`src/rtl/data_memory_arbiter_pkg.sv`:
```
// Shared encodings for the data-memory arbiter: FSM states, port owners, alignment.
// Latency: n/a (types and constants only).
// Backpressure: n/a.
package data_memory_arbiter_pkg;

    typedef enum logic [1:0] {
        IDLE   = 2'd0,
        ACCESS = 2'd1,
        WAIT   = 2'd2,
        DONE   = 2'd3
    } state_t;

    typedef enum logic {
        OWNER_CPU = 1'b0,
        OWNER_EXT = 1'b1
    } owner_t;

    localparam logic [1:0] ALIGN_MASK = 2'b11;
    localparam int         CNT_W      = 3;

    // Word accesses only: any set byte-offset bit makes the access illegal.
    function automatic logic is_aligned(input logic [1:0] addr_lo);
        return (addr_lo & ALIGN_MASK) == 2'b00;
    endfunction

endpackage

```
`src/rtl/data_memory_arbiter_if.sv`:
```
// Bundles the CPU port, EXT port and data_memory side of the arbiter.
// Latency: n/a (wiring only).
// Backpressure: requesters hold req until their done pulse.
interface data_memory_arbiter_if #(
    parameter int ADDR_W = 32,
    parameter int DATA_W = 32
);
    logic              cpu_req;
    logic              cpu_we;
    logic [ADDR_W-1:0] cpu_addr;
    logic [DATA_W-1:0] cpu_wdata;
    logic [DATA_W-1:0] cpu_rdata;
    logic              cpu_done;
    logic              cpu_err;
    logic              cpu_stall;

    logic              ext_req;
    logic              ext_we;
    logic [ADDR_W-1:0] ext_addr;
    logic [DATA_W-1:0] ext_wdata;
    logic [DATA_W-1:0] ext_rdata;
    logic              ext_done;
    logic              ext_err;

    logic              mem_enable;
    logic              mem_write_enable;
    logic [ADDR_W-1:0] mem_address;
    logic [DATA_W-1:0] mem_write_data;
    logic [DATA_W-1:0] mem_data_out;

    // Arbiter view: serves both requesters and drives the memory.
    modport slave (
        input  cpu_req, cpu_we, cpu_addr, cpu_wdata,
        output cpu_rdata, cpu_done, cpu_err, cpu_stall,
        input  ext_req, ext_we, ext_addr, ext_wdata,
        output ext_rdata, ext_done, ext_err,
        output mem_enable, mem_write_enable, mem_address, mem_write_data,
        input  mem_data_out
    );

    // Requester / memory view.
    modport master (
        output cpu_req, cpu_we, cpu_addr, cpu_wdata,
        input  cpu_rdata, cpu_done, cpu_err, cpu_stall,
        output ext_req, ext_we, ext_addr, ext_wdata,
        input  ext_rdata, ext_done, ext_err,
        input  mem_enable, mem_write_enable, mem_address, mem_write_data,
        output mem_data_out
    );

endinterface

```
`src/rtl/data_memory_arbiter_rr_arbiter2.sv`:
```
// Two-way round-robin grant: a tie goes to the port that did not own the last transaction.
// Latency: combinational.
// Backpressure: none; the caller decides when the grant is consumed.
module rr_arbiter2
    import data_memory_arbiter_pkg::*;
(
    input  logic   cpu_req,
    input  logic   ext_req,
    input  owner_t last_owner,
    output logic   grant,
    output owner_t owner
);

    always_comb begin
        grant = cpu_req | ext_req;
        owner = OWNER_CPU;
        if (cpu_req && ext_req) begin
            owner = (last_owner == OWNER_CPU) ? OWNER_EXT : OWNER_CPU;
        end else if (ext_req) begin
            owner = OWNER_EXT;
        end
    end

endmodule

```
`src/rtl/data_memory_arbiter.sv`:
```
// Shares one data_memory between the CPU datapath and an EXT loader/debug port.
// Latency: request cycle N -> done at N+2 (store/misaligned) or N+2+MEM_LAT (load).
// Backpressure: one transaction at a time; cpu_stall holds the CPU while its access is pending.
module data_memory_arbiter
    import data_memory_arbiter_pkg::*;
#(
    parameter int ADDR_W  = 32,
    parameter int DATA_W  = 32,
    parameter int MEM_LAT = 1
) (
    input  logic                  clk,
    input  logic                  rst,
    data_memory_arbiter_if.slave  bus
);

    localparam logic [CNT_W-1:0] LAT_LOAD = CNT_W'(MEM_LAT - 1);

    state_t            state_q;
    state_t            state_d;
    owner_t            owner_q;
    owner_t            last_owner_q;
    logic              we_q;
    logic              err_q;
    logic [ADDR_W-1:0] addr_q;
    logic [DATA_W-1:0] wdata_q;
    logic [CNT_W-1:0]  cnt_q;
    logic [DATA_W-1:0] cpu_rdata_q;
    logic [DATA_W-1:0] ext_rdata_q;

    logic              arb_grant;
    owner_t            arb_owner;
    logic              sel_we;
    logic [ADDR_W-1:0] sel_addr;
    logic [DATA_W-1:0] sel_wdata;
    logic              aligned;
    logic              in_done;

    rr_arbiter2 u_rr_arbiter2 (
        .cpu_req    (bus.cpu_req),
        .ext_req    (bus.ext_req),
        .last_owner (last_owner_q),
        .grant      (arb_grant),
        .owner      (arb_owner)
    );

    always_comb begin
        sel_we    = bus.cpu_we;
        sel_addr  = bus.cpu_addr;
        sel_wdata = bus.cpu_wdata;
        if (arb_owner == OWNER_EXT) begin
            sel_we    = bus.ext_we;
            sel_addr  = bus.ext_addr;
            sel_wdata = bus.ext_wdata;
        end
    end

    assign aligned = is_aligned(addr_q[1:0]);

    always_ff @(posedge clk or negedge rst) begin
        if (!rst) begin
            state_q <= IDLE;
        end else begin
            state_q <= state_d;
        end
    end

    always_comb begin
        state_d = state_q;
        unique case (state_q)
            IDLE:    if (arb_grant) state_d = ACCESS;
            ACCESS:  state_d = (we_q || !aligned) ? DONE : WAIT;
            WAIT:    if (cnt_q == '0) state_d = DONE;
            DONE:    state_d = IDLE;
            default: state_d = IDLE;
        endcase
    end

    // Transaction latches, wait counter and per-port read-data registers.
    always_ff @(posedge clk or negedge rst) begin
        if (!rst) begin
            owner_q      <= OWNER_CPU;
            last_owner_q <= OWNER_EXT;
            we_q         <= 1'b0;
            err_q        <= 1'b0;
            addr_q       <= '0;
            wdata_q      <= '0;
            cnt_q        <= '0;
            cpu_rdata_q  <= '0;
            ext_rdata_q  <= '0;
        end else begin
            unique case (state_q)
                IDLE: begin
                    if (arb_grant) begin
                        owner_q <= arb_owner;
                        we_q    <= sel_we;
                        addr_q  <= sel_addr;
                        wdata_q <= sel_wdata;
                    end
                end
                ACCESS: begin
                    err_q <= ~aligned;
                    cnt_q <= LAT_LOAD;
                    // Stores and rejected accesses return zero read data.
                    if (we_q || !aligned) begin
                        if (owner_q == OWNER_CPU) cpu_rdata_q <= '0;
                        else                      ext_rdata_q <= '0;
                    end
                end
                WAIT: begin
                    if (cnt_q == '0) begin
                        if (owner_q == OWNER_CPU) cpu_rdata_q <= bus.mem_data_out;
                        else                      ext_rdata_q <= bus.mem_data_out;
                    end else begin
                        cnt_q <= cnt_q - 1'b1;
                    end
                end
                DONE: begin
                    last_owner_q <= owner_q;
                end
                default: ;
            endcase
        end
    end

    // Memory strobes decode straight from the state register so an async reset drops them at once.
    assign bus.mem_enable       = ((state_q == ACCESS) && aligned && !we_q) || (state_q == WAIT);
    assign bus.mem_write_enable = (state_q == ACCESS) && aligned && we_q;
    assign bus.mem_address      = addr_q;
    assign bus.mem_write_data   = wdata_q;

    assign in_done       = (state_q == DONE);
    assign bus.cpu_done  = in_done && (owner_q == OWNER_CPU);
    assign bus.ext_done  = in_done && (owner_q == OWNER_EXT);
    assign bus.cpu_err   = bus.cpu_done && err_q;
    assign bus.ext_err   = bus.ext_done && err_q;
    assign bus.cpu_rdata = cpu_rdata_q;
    assign bus.ext_rdata = ext_rdata_q;
    assign bus.cpu_stall = bus.cpu_req && !bus.cpu_done;

endmodule

```
`src/flat_wrapper.sv`:
```
// flat-port wrapper written by rule: the top's interface ports become plain ports
module data_memory_arbiter_flat import data_memory_arbiter_pkg::*;
#(
    parameter int ADDR_W  = 32,
    parameter int DATA_W  = 32,
    parameter int MEM_LAT = 1
)
  (clk, rst, bus_cpu_req, bus_cpu_we, bus_cpu_addr, bus_cpu_wdata, bus_cpu_rdata, bus_cpu_done, bus_cpu_err, bus_cpu_stall, bus_ext_req, bus_ext_we, bus_ext_addr, bus_ext_wdata, bus_ext_rdata, bus_ext_done, bus_ext_err, bus_mem_enable, bus_mem_write_enable, bus_mem_address, bus_mem_write_data, bus_mem_data_out);
  data_memory_arbiter_if #(.ADDR_W(ADDR_W), .DATA_W(DATA_W)) bus_i ();
  input  logic clk;
  input  logic rst;
  input wire logic [$bits(bus_i.cpu_req)-1:0] bus_cpu_req;
  input wire logic [$bits(bus_i.cpu_we)-1:0] bus_cpu_we;
  input wire logic [$bits(bus_i.cpu_addr)-1:0] bus_cpu_addr;
  input wire logic [$bits(bus_i.cpu_wdata)-1:0] bus_cpu_wdata;
  output wire logic [$bits(bus_i.cpu_rdata)-1:0] bus_cpu_rdata;
  output wire logic [$bits(bus_i.cpu_done)-1:0] bus_cpu_done;
  output wire logic [$bits(bus_i.cpu_err)-1:0] bus_cpu_err;
  output wire logic [$bits(bus_i.cpu_stall)-1:0] bus_cpu_stall;
  input wire logic [$bits(bus_i.ext_req)-1:0] bus_ext_req;
  input wire logic [$bits(bus_i.ext_we)-1:0] bus_ext_we;
  input wire logic [$bits(bus_i.ext_addr)-1:0] bus_ext_addr;
  input wire logic [$bits(bus_i.ext_wdata)-1:0] bus_ext_wdata;
  output wire logic [$bits(bus_i.ext_rdata)-1:0] bus_ext_rdata;
  output wire logic [$bits(bus_i.ext_done)-1:0] bus_ext_done;
  output wire logic [$bits(bus_i.ext_err)-1:0] bus_ext_err;
  output wire logic [$bits(bus_i.mem_enable)-1:0] bus_mem_enable;
  output wire logic [$bits(bus_i.mem_write_enable)-1:0] bus_mem_write_enable;
  output wire logic [$bits(bus_i.mem_address)-1:0] bus_mem_address;
  output wire logic [$bits(bus_i.mem_write_data)-1:0] bus_mem_write_data;
  input wire logic [$bits(bus_i.mem_data_out)-1:0] bus_mem_data_out;
  assign bus_i.cpu_req = bus_cpu_req;
  assign bus_i.cpu_we = bus_cpu_we;
  assign bus_i.cpu_addr = bus_cpu_addr;
  assign bus_i.cpu_wdata = bus_cpu_wdata;
  assign bus_cpu_rdata = bus_i.cpu_rdata;
  assign bus_cpu_done = bus_i.cpu_done;
  assign bus_cpu_err = bus_i.cpu_err;
  assign bus_cpu_stall = bus_i.cpu_stall;
  assign bus_i.ext_req = bus_ext_req;
  assign bus_i.ext_we = bus_ext_we;
  assign bus_i.ext_addr = bus_ext_addr;
  assign bus_i.ext_wdata = bus_ext_wdata;
  assign bus_ext_rdata = bus_i.ext_rdata;
  assign bus_ext_done = bus_i.ext_done;
  assign bus_ext_err = bus_i.ext_err;
  assign bus_mem_enable = bus_i.mem_enable;
  assign bus_mem_write_enable = bus_i.mem_write_enable;
  assign bus_mem_address = bus_i.mem_address;
  assign bus_mem_write_data = bus_i.mem_write_data;
  assign bus_i.mem_data_out = bus_mem_data_out;
  data_memory_arbiter #(.ADDR_W(ADDR_W), .DATA_W(DATA_W), .MEM_LAT(MEM_LAT)) u_core (.clk(clk), .rst(rst), .bus(bus_i));
endmodule
```
`config.mk`:
```
export PLATFORM = sky130hd
export DESIGN_NAME = data_memory_arbiter_flat
export DESIGN_NICKNAME = d
export VERILOG_FILES = /design/src/rtl/data_memory_arbiter_pkg.sv /design/src/rtl/data_memory_arbiter_if.sv /design/src/rtl/data_memory_arbiter_rr_arbiter2.sv /design/src/rtl/data_memory_arbiter.sv /design/src/flat_wrapper.sv
export SDC_FILE = /design/constraint.sdc
export NUM_CORES = 1
export LEC_CHECK = 0
export CORE_ASPECT_RATIO = 1.75
export CORE_MARGIN = 1
export CORE_UTILIZATION = 44
export CTS_CLUSTER_DIAMETER = 60
export CTS_CLUSTER_SIZE = 30
export DETAILED_ROUTE_END_ITERATION = 10
export PLACE_DENSITY = 0.93
export RECOVER_POWER = 25
export SLEW_MARGIN = 0
export SYNTH_ARGS = -nofsm -noshare
export SYNTH_HDL_FRONTEND = slang
export SYNTH_SLANG_ARGS = --single-unit
```
`constraint.sdc`:
```
create_clock -name clk -period 5.9 [get_ports clk]
set_input_delay 1.18 -clock clk [delete_from_list [all_inputs] [get_ports clk]]
set_output_delay 1.18 -clock clk [all_outputs]
set_load 0.1 [all_outputs]
```
; ---- Word-level counts from Yosys, hierarchy flattened
; Index checks and enable logic that the tools add are counted.
[classes]
addsub = 1
mul = 0
div_mod_pow = 0
order_cmp = 0
eq_ne = 11
shifts = 0
muxes = 22
bitwise = 3
n_reduce_logical = 23
[op_table]
columns = operator, count
row1 = two-way mux 32 bit, 10
row2 = case mux 32 bit (2 select lines), 2
row3 = "!= test 2 x 1 -> 1 bit, second input constant", 5
row4 = AND reduction 5 bit, 2
row5 = logical AND 1 bit, 9
row6 = case mux 2 bit (4 select lines), 1
row7 = "!= test 2 bit, second input constant", 3
row8 = case mux 3 bit (2 select lines), 1
row9 = AND reduction 2 bit, 3
row10 = two-way mux 1 bit, 5
row11 = "equality test 2 bit, second input constant", 2
row12 = logical NOT 2 bit, 2
row13 = two-way mux 2 bit, 2
row14 = logical NOT 1 bit, 3
row15 = logical NOT 3 bit, 1
row16 = two-way mux 3 bit, 1
row17 = "subtractor 3 x 1 -> 3 bit, second input constant", 1
row18 = "equality test 2 x 1 -> 1 bit, second input constant", 1
row19 = logical OR 1 bit, 2
row20 = NOT 1 bit, 2
row21 = nonzero test 2 bit, 1
row22 = bitwise OR 1 bit, 1
[word_totals]
reg_bits = 137
latch_bits = 0
mem_bits_rw = 0
mem_bits_ro = 0
inputBits = 166
elab_cells = 70
memories = 0

; ---- Depth between registers and ports, before layout
; Gate-level depths: netlist of the first run.
[logic_depth]
word_depth = 5
depth_mapped = 9

; ---- Modules after synthesis
; Synthesis of the first run repeated with hierarchy kept, for this count alone.
[hier_totals]
cells_unflattened = 510
area_unflattened_um2 = 6214.7
[by_module_without_submodules]
columns = module, instances, cells_each, area_each_um2, seq_area_each_um2
row1 = data_memory_arbiter, 1, 508, 6200.9, 3429.5
row2 = rr_arbiter2, 1, 2, 13.8, 0.0

; ---- Worst setup path before layout of the first run
; No wires, ideal clock.
[synth_path]
path_type = flip-flop to output port
from = reg u_core.state_q[0]
to = out bus_cpu_stall
arrival_ps = 2990
t_required_ps = 4720
setup_slack_ps = 1730
path_stages_with_launch = 4
cell_sequence = dfrtp_1 -> ha_1 -> nor2b_1 -> nor2b_1
[synth_via]
elab_chain_cells = 4
[synth_rtl]
columns = item, line_no
row1 = start: declaration, data_memory_arbiter.sv:18  ; state_t state_q;
row2 = start signal: assignment, data_memory_arbiter.sv:63  ; state_q <= state_d;
row3 = equality test 2 bit, data_memory_arbiter.sv:131  ; assign in_done = (state_q == DONE);
row4 = logical AND 1 bit, data_memory_arbiter.sv:132  ; assign bus.cpu_done = in_done && (owner_q == OWNER_CPU);
row5 = named net bus_cpu_done, flat_wrapper.sv:17  ; output wire logic [$bits(bus_i.cpu_done)-1:0] bus_cpu_done;
row6 = logical NOT 1 bit, data_memory_arbiter.sv:138  ; assign bus.cpu_stall = bus.cpu_req && !bus.cpu_done;
row7 = logical AND 1 bit, data_memory_arbiter.sv:138
row8 = end: declaration, flat_wrapper.sv:19  ; output wire logic [$bits(bus_i.cpu_stall)-1:0] bus_cpu_stall;
; The timed path passes the listed nets, and every way through them passes these cells.

; ---- Worst setup path in the final report of the first run
[layout_path]
from = reg u_core.state_q[0]
to = out bus_mem_enable
[layout_via]
elab_chain_cells = 4
word_cells_on_any_way = 5
classes_between = eq/ne: 2 / reduce/logical: 3
[layout_rtl]
columns = item, line_no
row1 = equality test 2 x 1 -> 1 bit, data_memory_arbiter.sv:126  ; assign bus.mem_enable = ((state_q == ACCESS) && aligned && !we_q) || (state_q == WAIT);
row2 = logical AND 1 bit (2 in a row), data_memory_arbiter.sv:126
row3 = logical OR 1 bit *, data_memory_arbiter.sv:126
row4 = end: declaration, flat_wrapper.sv:27  ; output wire logic [$bits(bus_i.mem_enable)-1:0] bus_mem_enable;
; Mark *: on every way between the ends. The rest lies on a longest branch, timed or not.

==> results_dict.tcl, run 1 <==
set metrics [dict create \
    postCtsSetupBuffers 0 \
    startpoint_type "flip-flop" \
    final_core_util 0.719 \
    r2r_end "u_core.bus.cpu_rdata[16]$_DFFE_PN0P_" \
    holdWs_ns 0.476 \
    finClkSkew_ns 0.0128 \
    area_delta_synth_final_pct 60.2 \
    cts_sinks 137 \
    syn_avg_cell_area_sq_um 11.9 \
    min_from "u_core.bus.mem_write_data[0]$_DFFE_PN0P_" \
    track_usage 0.241 \
    port_buffers 300 \
    worstPathArrival_ns 3.58 \
    h-tree-depth 4 \
    die_w_um 91.8 \
    failed_checks "capacitance limit, slew limit" \
    r2r_slack_ns 2.53 \
    synth_seq_cells 137 \
    synth_area_leaders "dfrtp_1 (55%), mux2i_1 (11%), o21ai_0 (6.0%), mux2_4 (5.8%), nand2_1 (4.8%)" \
    antenna_found_initial 0 \
    dp_hpwl_um 12200 \
    worstHoldEndpoint "u_core.bus.mem_write_data[0]$_DFFE_PN0P_" \
    synthesis.instances 522 \
    core-area_sq_um 13800 \
    tritoncts "built" \
    ios 301 \
    setup_ws_ns 1.14 \
    ys.flop_type "dfrtp_1" \
    slowest_delay_ns 1.16 \
    dp_slack_ns 1.62 \
    grt_pass1_wl_um 27400 \
    cts_made_buffers 17 \
    async_flop_share 1.00 \
    worstPathCellList "inv_1 > ha_1 > clkbuf_1 > or2b_1 > clkdlybuf4s50_1" \
    routed_via_density 4.96 \
    layout_commonest_cell "clkdlybuf4s50_1" \
    rsz0062_at_grt "no" \
    post-route-period-util 0.807 \
    die_y_um 159 \
    synth.distinct_cells 38 \
    grt_pass1_vias 5458 \
    end_kind "primary output" \
    synth_area_sq_um 6210 \
    std_cell_rows 57 \
    drtIter0Drc 137 \
    setup_viol 0 \
    rr_worst_depth 7 \
    drc 0 \
    yosysTopAreaCell "dfrtp_1" \
    grt_overflow 0 \
    slew_headroom -0.906 \
    drt-total-wl_um 16700 \
    post_drt_wl_per_cell_um 16.6 \
    cts-root-buf "clkbuf_16" \
    synth_edf_count 0 \
    initial_utilization 0.449 \
    status "finished with violations" \
    vias 4975 \
    timing.final.crit_period_ns 4.76 \
    reg2reg_from "u_core.state_q[0]$_DFFE_PN0P_" \
    syn_nets 695 \
    critPathRequiredTime_ns 4.72 \
    timing.fmax_mhz 210 \
    setup_tns_ns 0 \
    synth_top_area_share 0.548 \
    hold_violations 0 \
    cp_max_fo 36 \
    fill_cells 977 \
    holdPathStages 2 \
    hold_class "reg2reg" \
    crit_slowest_cell "clkdlybuf4s50_1" \
    drive_above_1_share 0.108 \
    tightest_slew_ns 2.86 \
    cts_buffer_depth 2 \
    nets 987 \
    mostFrequentLayoutCells "clkdlybuf4s50_1 (298), dfrtp_1 (136), nand2_1 (79)" \
    insertion_delay_ns 0.41 \
    cts_resized 0 \
    drv_slew 91 \
    ant_nets 0 \
    crit_type "reg2out" \
    first_pass_iters 4 \
    die-area_sq_um 14600 \
    seq_area_frac_synth 0.552 \
    drv_cap 2 \
    place_congestion 0.768 \
    path_clk_slew_ns 0.06 \
    ctsHoldBuffers 0 \
    grt_max_degree 132 \
    ys_warn_count 0 \
    antenna_cells 0 \
]
logic make-up after synthesis:
kind of cell | synth area share
DFF | 0.552
muxes | 0.227
and+or+nand+nor | 0.0948
buffers and inverters | 0.0381
adders and majority gates | 0.0141
AOI/OAI and AO/OA | 0.0745
area by class of cell:
type | instances | area, sq um | share of cell area
sequential | 137 | 3430 | 0.345
timing repair buffer | 305 | 3050 | 0.306
tap | 177 | 221 | 0.0222
inverter | 11 | 41.3 | 0.00415
multi-input combinational | 342 | 2580 | 0.259
clock buffer | 19 | 443 | 0.0445
clock inverter | 13 | 190 | 0.0191
metal layers:
layer	routed length (um)	share of wire	global-route usage
met5	0	0	0
met4	700	0.042	0.128
met3	912	0.055	0.0554
met2	8840	0.53	0.428
met1	6250	0.37	0.261
through the flow:
step | instances | instance area, sq um
final | 1004 | 9950
after global routing | 1004 | 9950
after CTS | 1004 | 9960
after detailed placement | 972 | 9330
after global placement | 972 | 9330
after floorplan | 522 | 6210
worst max-delay path: cells and delay by family (launching register included):
kind,cells,cell delay (ns)
simple gates,1,0.20
buf+inv,3,2.39
fa+ha+maj,1,0.15
flops,1,0.44
registers in the layout, indices dropped and copies added (netlist names):
| register | flops |
|---|---|
| u_core.bus.cpu_rdata | 32 |
| u_core.bus.ext_rdata | 32 |
| u_core.bus.mem_address | 32 |
| u_core.bus.mem_write_data | 32 |
| u_core.cnt_q | 3 |
| u_core.state_q | 2 |
| u_core.err_q | 1 |
| u_core.last_owner_q | 1 |
| u_core.owner_q | 1 |
| u_core.we_q | 1 |
synthesized netlist by cell type, types with 2 or more instances:
cell type / count
mux2_4: 24
and2_1: 28
dfrtp_1: 136
clkbuf_1: 17
buf_6: 2
ha_1: 7
buf_1: 3
mux2_2: 22
o21ai_0: 75
buf_12: 3
mux2i_1: 71
inv_1: 11
nor2_1: 5
buf_2: 6
nor2b_1: 3
a21oi_1: 2
mux2_1: 8
nand2_1: 79
how the worst max path moves through the flow:
stage	endpoint	start	cells past startpoint
after floorplan	bus_cpu_stall	u_core.state_q[0]$_DFFE_PN0P_	3
after global placement	bus_cpu_stall	bus_cpu_req	3
after detailed placement	bus_cpu_stall	bus_cpu_req	3
after CTS	bus_cpu_stall	bus_cpu_req	3
after global routing	bus_mem_enable	u_core.state_q[0]$_DFFE_PN0P_	5
final	bus_mem_enable	u_core.state_q[0]$_DFFE_PN0P_	5
Power of run 1 is left out: the tool's default activity adds up to more than one toggle a clock period on the data nets, which glitch-free logic cannot reach.
==> run 2, diff against run 1 <==
Settings changed: CORE_UTILIZATION 44 to 37, PLACE_DENSITY 0.93 to 0.84.
Clock period 5.9 ns to 4.26 ns, I/O delays scaled along.
==> run 2 against run 1 <==
  * Critical path type unchanged
  * Count of clock-buffer cells in the layout rose by 1
  * Critical path depth fell by 2
  * Via count fell by 1.3%
  * Final area rose by 0.19%
  * Clock skew barely moved
  * Register-to-register slack got worse by 0.82 ns
  * Non-clock buffer count rose by 2
  * Highest routed layer unchanged
  * The run still ends with capacitance limit, slew limit left
  * Wire length fell by 2.9%
  * Sequential share of layout area fell by 0.065 points
  * First-iteration DRC count fell by 0.73%
  * Worst setup slack got worse by 0.25 ns
==> results_dict.tcl, run 2 (synthesis gave the netlist of run 1 again) <==
set metrics [dict create \
    drive_above_1_share 0.116 \
    insertion_delay_ns 0.40 \
    ios 301 \
    crit_start "u_core.state_q[1]$_DFFE_PN0P_" \
    hold_violations 0 \
    startpoint_type "flip-flop" \
    cp_max_fo 6 \
    grt_pass1_wl_um 26000 \
    timing.fmax_mhz 297 \
    place_congestion 0.780 \
    drv_cap 1 \
    drt-total-wl_um 16200 \
    path_clk_slew_ns 0.06 \
    reg2reg_from "u_core.state_q[0]$_DFFE_PN0P_" \
    cts_buffer_depth 2 \
    ant_nets 0 \
    die_w_um 100 \
    initial_utilization 0.378 \
    slew_headroom -0.502 \
    track_usage 0.195 \
    vias 4910 \
    crit_type "reg2out" \
    cts-root-buf "clkbuf_16" \
    failed_checks "capacitance limit, slew limit" \
    port_buffers 300 \
    crit_slowest_cell "clkdlybuf4s50_1" \
    hold_class "reg2reg" \
    place_area_sq_um 9390 \
    worstPathCellList "ha_1 > nor2b_1 > clkdlybuf4s50_1" \
    grt_pass1_vias 5167 \
    first_pass_iters 4 \
    regArea_sq_um 3430 \
    layout_commonest_cell "clkdlybuf4s50_1" \
    timing.final.crit_period_ns 3.37 \
    h-tree-depth 4 \
    area_delta_synth_final_pct 60.5 \
    dp_hpwl_um 12000 \
    fill_cells 1359 \
    post_drt_wl_per_cell_um 15.4 \
    mostFrequentLayoutCells "clkdlybuf4s50_1 (295), dfrtp_1 (136), nand2_1 (79)" \
    tightest_slew_ns 2.25 \
    postLayoutCellArea_sq_um 9970 \
    antenna_cells 0 \
    post-route-period-util 0.791 \
    status "finished with violations" \
    worstPathArrival_ns 2.52 \
    drv_slew 90 \
    std_cell_rows 62 \
    grt_overflow 0 \
    die-area_sq_um 17300 \
    cts_made_buffers 17 \
    routed_via_density 4.66 \
    cts_sinks 137 \
    multiInputGateArea_sq_um 2580 \
    drtIter0Drc 136 \
    min_from "u_core.bus.mem_address[29]$_DFFE_PN0P_" \
    setup_tns_ns 0 \
    critPathRequiredTime_ns 3.41 \
    postCtsSetupBuffers 0 \
    cts_resized 0 \
    ctsHoldBuffers 0 \
    tritoncts "built" \
    end_kind "primary output" \
    die_y_um 173 \
    drc 0 \
    rsz0062_at_grt "no" \
    core-area_sq_um 16400 \
    antenna_found_initial 0 \
    setup_viol 0 \
    nets 989 \
    finClkSkew_ns 0.0132 \
    grt_max_degree 91 \
    slowest_delay_ns 1.18 \
]
[run 2: cell type report]
cell class / count / area share
clock buffer: 20 / 0.0448
clock inverter: 12 / 0.0141
inverter: 11 / 0.00414
multi-input combinational: 342 / 0.259
sequential: 137 / 0.344
tap: 224 / 0.0281
timing repair buffer: 307 / 0.306
[run 2: layer usage]
layer  vias up  part of all wire  track usage
met4         0             0.042       0.0960
met5         -                 0            0
met3        40             0.050       0.0452
met1      2296              0.38        0.211
met2       196              0.53        0.351
li1       2378                 -            -
[run 2: per-stage QoR]
stage | utilization | hold WS, ns | std cells | setup WS [ns]
final | 0.606 | 0.476 | 1053 | 0.889
after global routing | 0.606 | 0.502 | 1053 | 0.730
after CTS | 0.607 | 0.483 | 1053 | 0.856
after detailed placement | 0.571 | 0.469 | 1021 | 1.30
after global placement | 0.571 | 0.461 | 1021 | 1.31
after floorplan | - | 0.490 | 522 | 0.418
[run 2: final timing paths]
| path | to | slack (ns) | cells after the start |
|---|---|---|---|
| worst max-delay path | bus_cpu_done | 0.89 | 3 |
| worst min-delay path | u_core.bus.mem_address[29]$_DFFE_PN0P_ | 0.48 | 2 |
| worst max register to register | u_core.bus.cpu_rdata[18]$_DFFE_PN0P_ | 1.71 | 7 |
| worst min register to register | u_core.bus.mem_address[29]$_DFFE_PN0P_ | 0.48 | 2 |
| max in group asynchronous | u_core.cnt_q[0]$_DFFE_PN0P_ | 1.81 | 1 |
| min in group asynchronous | u_core.bus.ext_rdata[4]$_DFFE_PN0P_ | 1.10 | 1 |
[run 2: worst max-delay path, delay by kind of cell, from the launching register on]
family,cells,cell delay (ns)
buffers and inverters,1,1.18
and+or+nand+nor,1,0.27
DFF,1,0.42
adders and majority gates,1,0.24
Power of run 2 is left out for the same reason.
==> run 3, diff against run 2 <==
Clock period 4.26 ns to 2.83 ns, I/O delays scaled along.
==> run 3 against run 2 <==
  * The run now ends clean
  * Register-to-register slack worse by 1.3 ns
  * Global-route usage down 0.21 points
  * Critical endpoint is now bus_mem_enable
  * Critical path type unchanged
  * First-iteration DRC count down 25%
  * Worst setup slack worse by 0.75 ns
==> results_dict.tcl, run 3 (synthesis gave the netlist of run 1 again) <==
set metrics [dict create \
    crit_slowest_cell "or4b_4" \
    antenna_cells 0 \
    cts_sinks 137 \
    nets 995 \
    grt_max_degree 75 \
    insertion_delay_ns 0.40 \
    timing.final.crit_period_ns 2.69 \
    timing.fmax_mhz 371 \
    hold_class "in2async" \
    finClkSkew_ns 0.00974 \
    tightest_slew_ns 1.31 \
    cts_resized 0 \
    grt_pass1_vias 5153 \
    cts-root-buf "clkbuf_16" \
    grt-busiest-layer "met2" \
    dp_cells 1027 \
    use_met3 0.0440 \
    path_clk_slew_ns 0.07 \
    startpoint_type "flip-flop" \
    drt-total-wl_um 16300 \
    rsz0062_at_grt "no" \
    worstPathCellList "inv_1 > ha_1 > or4b_4 > or2b_1 > buf_12" \
    r2r_end "u_core.bus.ext_rdata[11]$_DFFE_PN0P_" \
    vias 4855 \
    ios 301 \
    grt_overflow 0 \
    slowest_delay_ns 0.52 \
    die_y_um 173 \
    met2_usage 0.353 \
    std_cell_rows 62 \
    ant_nets 0 \
    worstPathArrival_ns 2.13 \
    use_met1 0.207 \
    rr_worst_depth 7 \
    post-route-period-util 0.951 \
    fill_cells 1375 \
    slew_headroom 0.127 \
    crit_type "reg2out" \
    drtIter0Drc 102 \
    mostFrequentLayoutCells "clkdlybuf4s50_1 (164), buf_4 (140), dfrtp_1 (136)" \
    end_kind "primary output" \
    drv_slew 0 \
    critPathTopFamily "simple AND/OR/NAND/NOR gates" \
    track_usage 0.193 \
    h-tree-depth 4 \
    core-area_sq_um 16400 \
    setup_tns_ns 0 \
    port_buffers 300 \
    drv_cap 0 \
    crit_buf_inv 2 \
    cp_max_fo 7 \
    dp_hpwl_um 12500 \
    drc 0 \
    setup_viol 0 \
    cts_made_buffers 17 \
    finalNonFillerCells 1058 \
    initial_utilization 0.378 \
    routed_via_density 4.59 \
    critPathRequiredTime_ns 2.26 \
    drive_above_1_share 0.283 \
    first_pass_iters 4 \
    cts_buffer_depth 2 \
    ctsHoldBuffers 0 \
    post_drt_wl_per_cell_um 15.4 \
    antenna_found_initial 0 \
    tritoncts "built" \
    layout_commonest_cell "clkdlybuf4s50_1" \
    final_core_util 0.595 \
    place_congestion 0.827 \
    hold_violations 0 \
    die_w_um 100 \
    grt_pass1_wl_um 25900 \
    status "finished clean" \
    die-area_sq_um 17300 \
    reg2reg_from "u_core.state_q[1]$_DFFE_PN0P_" \
    r2r_slack_ns 0.42 \
    area_delta_synth_final_pct 57.4 \
    postCtsSetupBuffers 0 \
]
==> run 3: how the worst max path moves through the flow <==
| stage | startpoint | end | slack [ns] | cells after the start |
|---|---|---|---|---|
| 4_1_cts | u_core.state_q[1]$_DFFE_PN0P_ | bus_mem_enable | 0.10 | 5 |
| 3_3_place_gp | u_core.state_q[1]$_DFFE_PN0P_ | u_core.bus.ext_rdata[10]$_DFFE_PN0P_ | 0.49 | 7 |
| 5_1_grt | u_core.state_q[1]$_DFFE_PN0P_ | bus_mem_enable | 0.004 | 5 |
| 2_1_floorplan | u_core.bus.mem_address[1]$_DFFE_PN0P_ | bus_mem_enable | 0.07 | 2 |
| 6_report | u_core.state_q[1]$_DFFE_PN0P_ | bus_mem_enable | 0.14 | 5 |
| 3_5_place_dp | u_core.state_q[1]$_DFFE_PN0P_ | u_core.bus.ext_rdata[11]$_DFFE_PN0P_ | 0.41 | 7 |
==> run 3: metrics by stage <==
step | instance area, sq um | hold WS, ns | setup slack [ns]
6_report | 9780 | 0.443 | 0.138
5_1_grt | 9780 | 0.506 | 0.00363
4_1_cts | 9820 | 0.113 | 0.103
3_5_place_dp | 9210 | 0.471 | 0.406
3_3_place_gp | 9210 | 0.462 | 0.488
2_1_floorplan | 6220 | 0.270 | 0.0739
==> run 3: final cells by class <==
class,count,area [sq um],area share
repair buffers,313,2830,0.289
clock inverters,13,170,0.0174
flip-flops and latches,137,3430,0.351
well taps,224,280,0.0287
inverters,11,41.3,0.00422
multi-input cells,342,2590,0.265
clock buffers,18,439,0.0449
==> run 3: per-layer routing <==
layer | part of all wire | vias up
met3 | 0.048 | 31
met2 | 0.54 | 182
met4 | 0.031 | 0
met1 | 0.38 | 2258
met5 | 0 | -
li1 | - | 2384
==> run 3: worst register-to-register path, stage by stage (launching register included) <==
cell and delay [ns]:
dfrtp_1 0.43, inv_1 0.10, ha_1 0.26, or4b_4 0.52, o21a_2 0.15, nand3_4 0.26, buf_12 0.23, mux2_4 0.32
Power of run 3 is left out for the same reason.
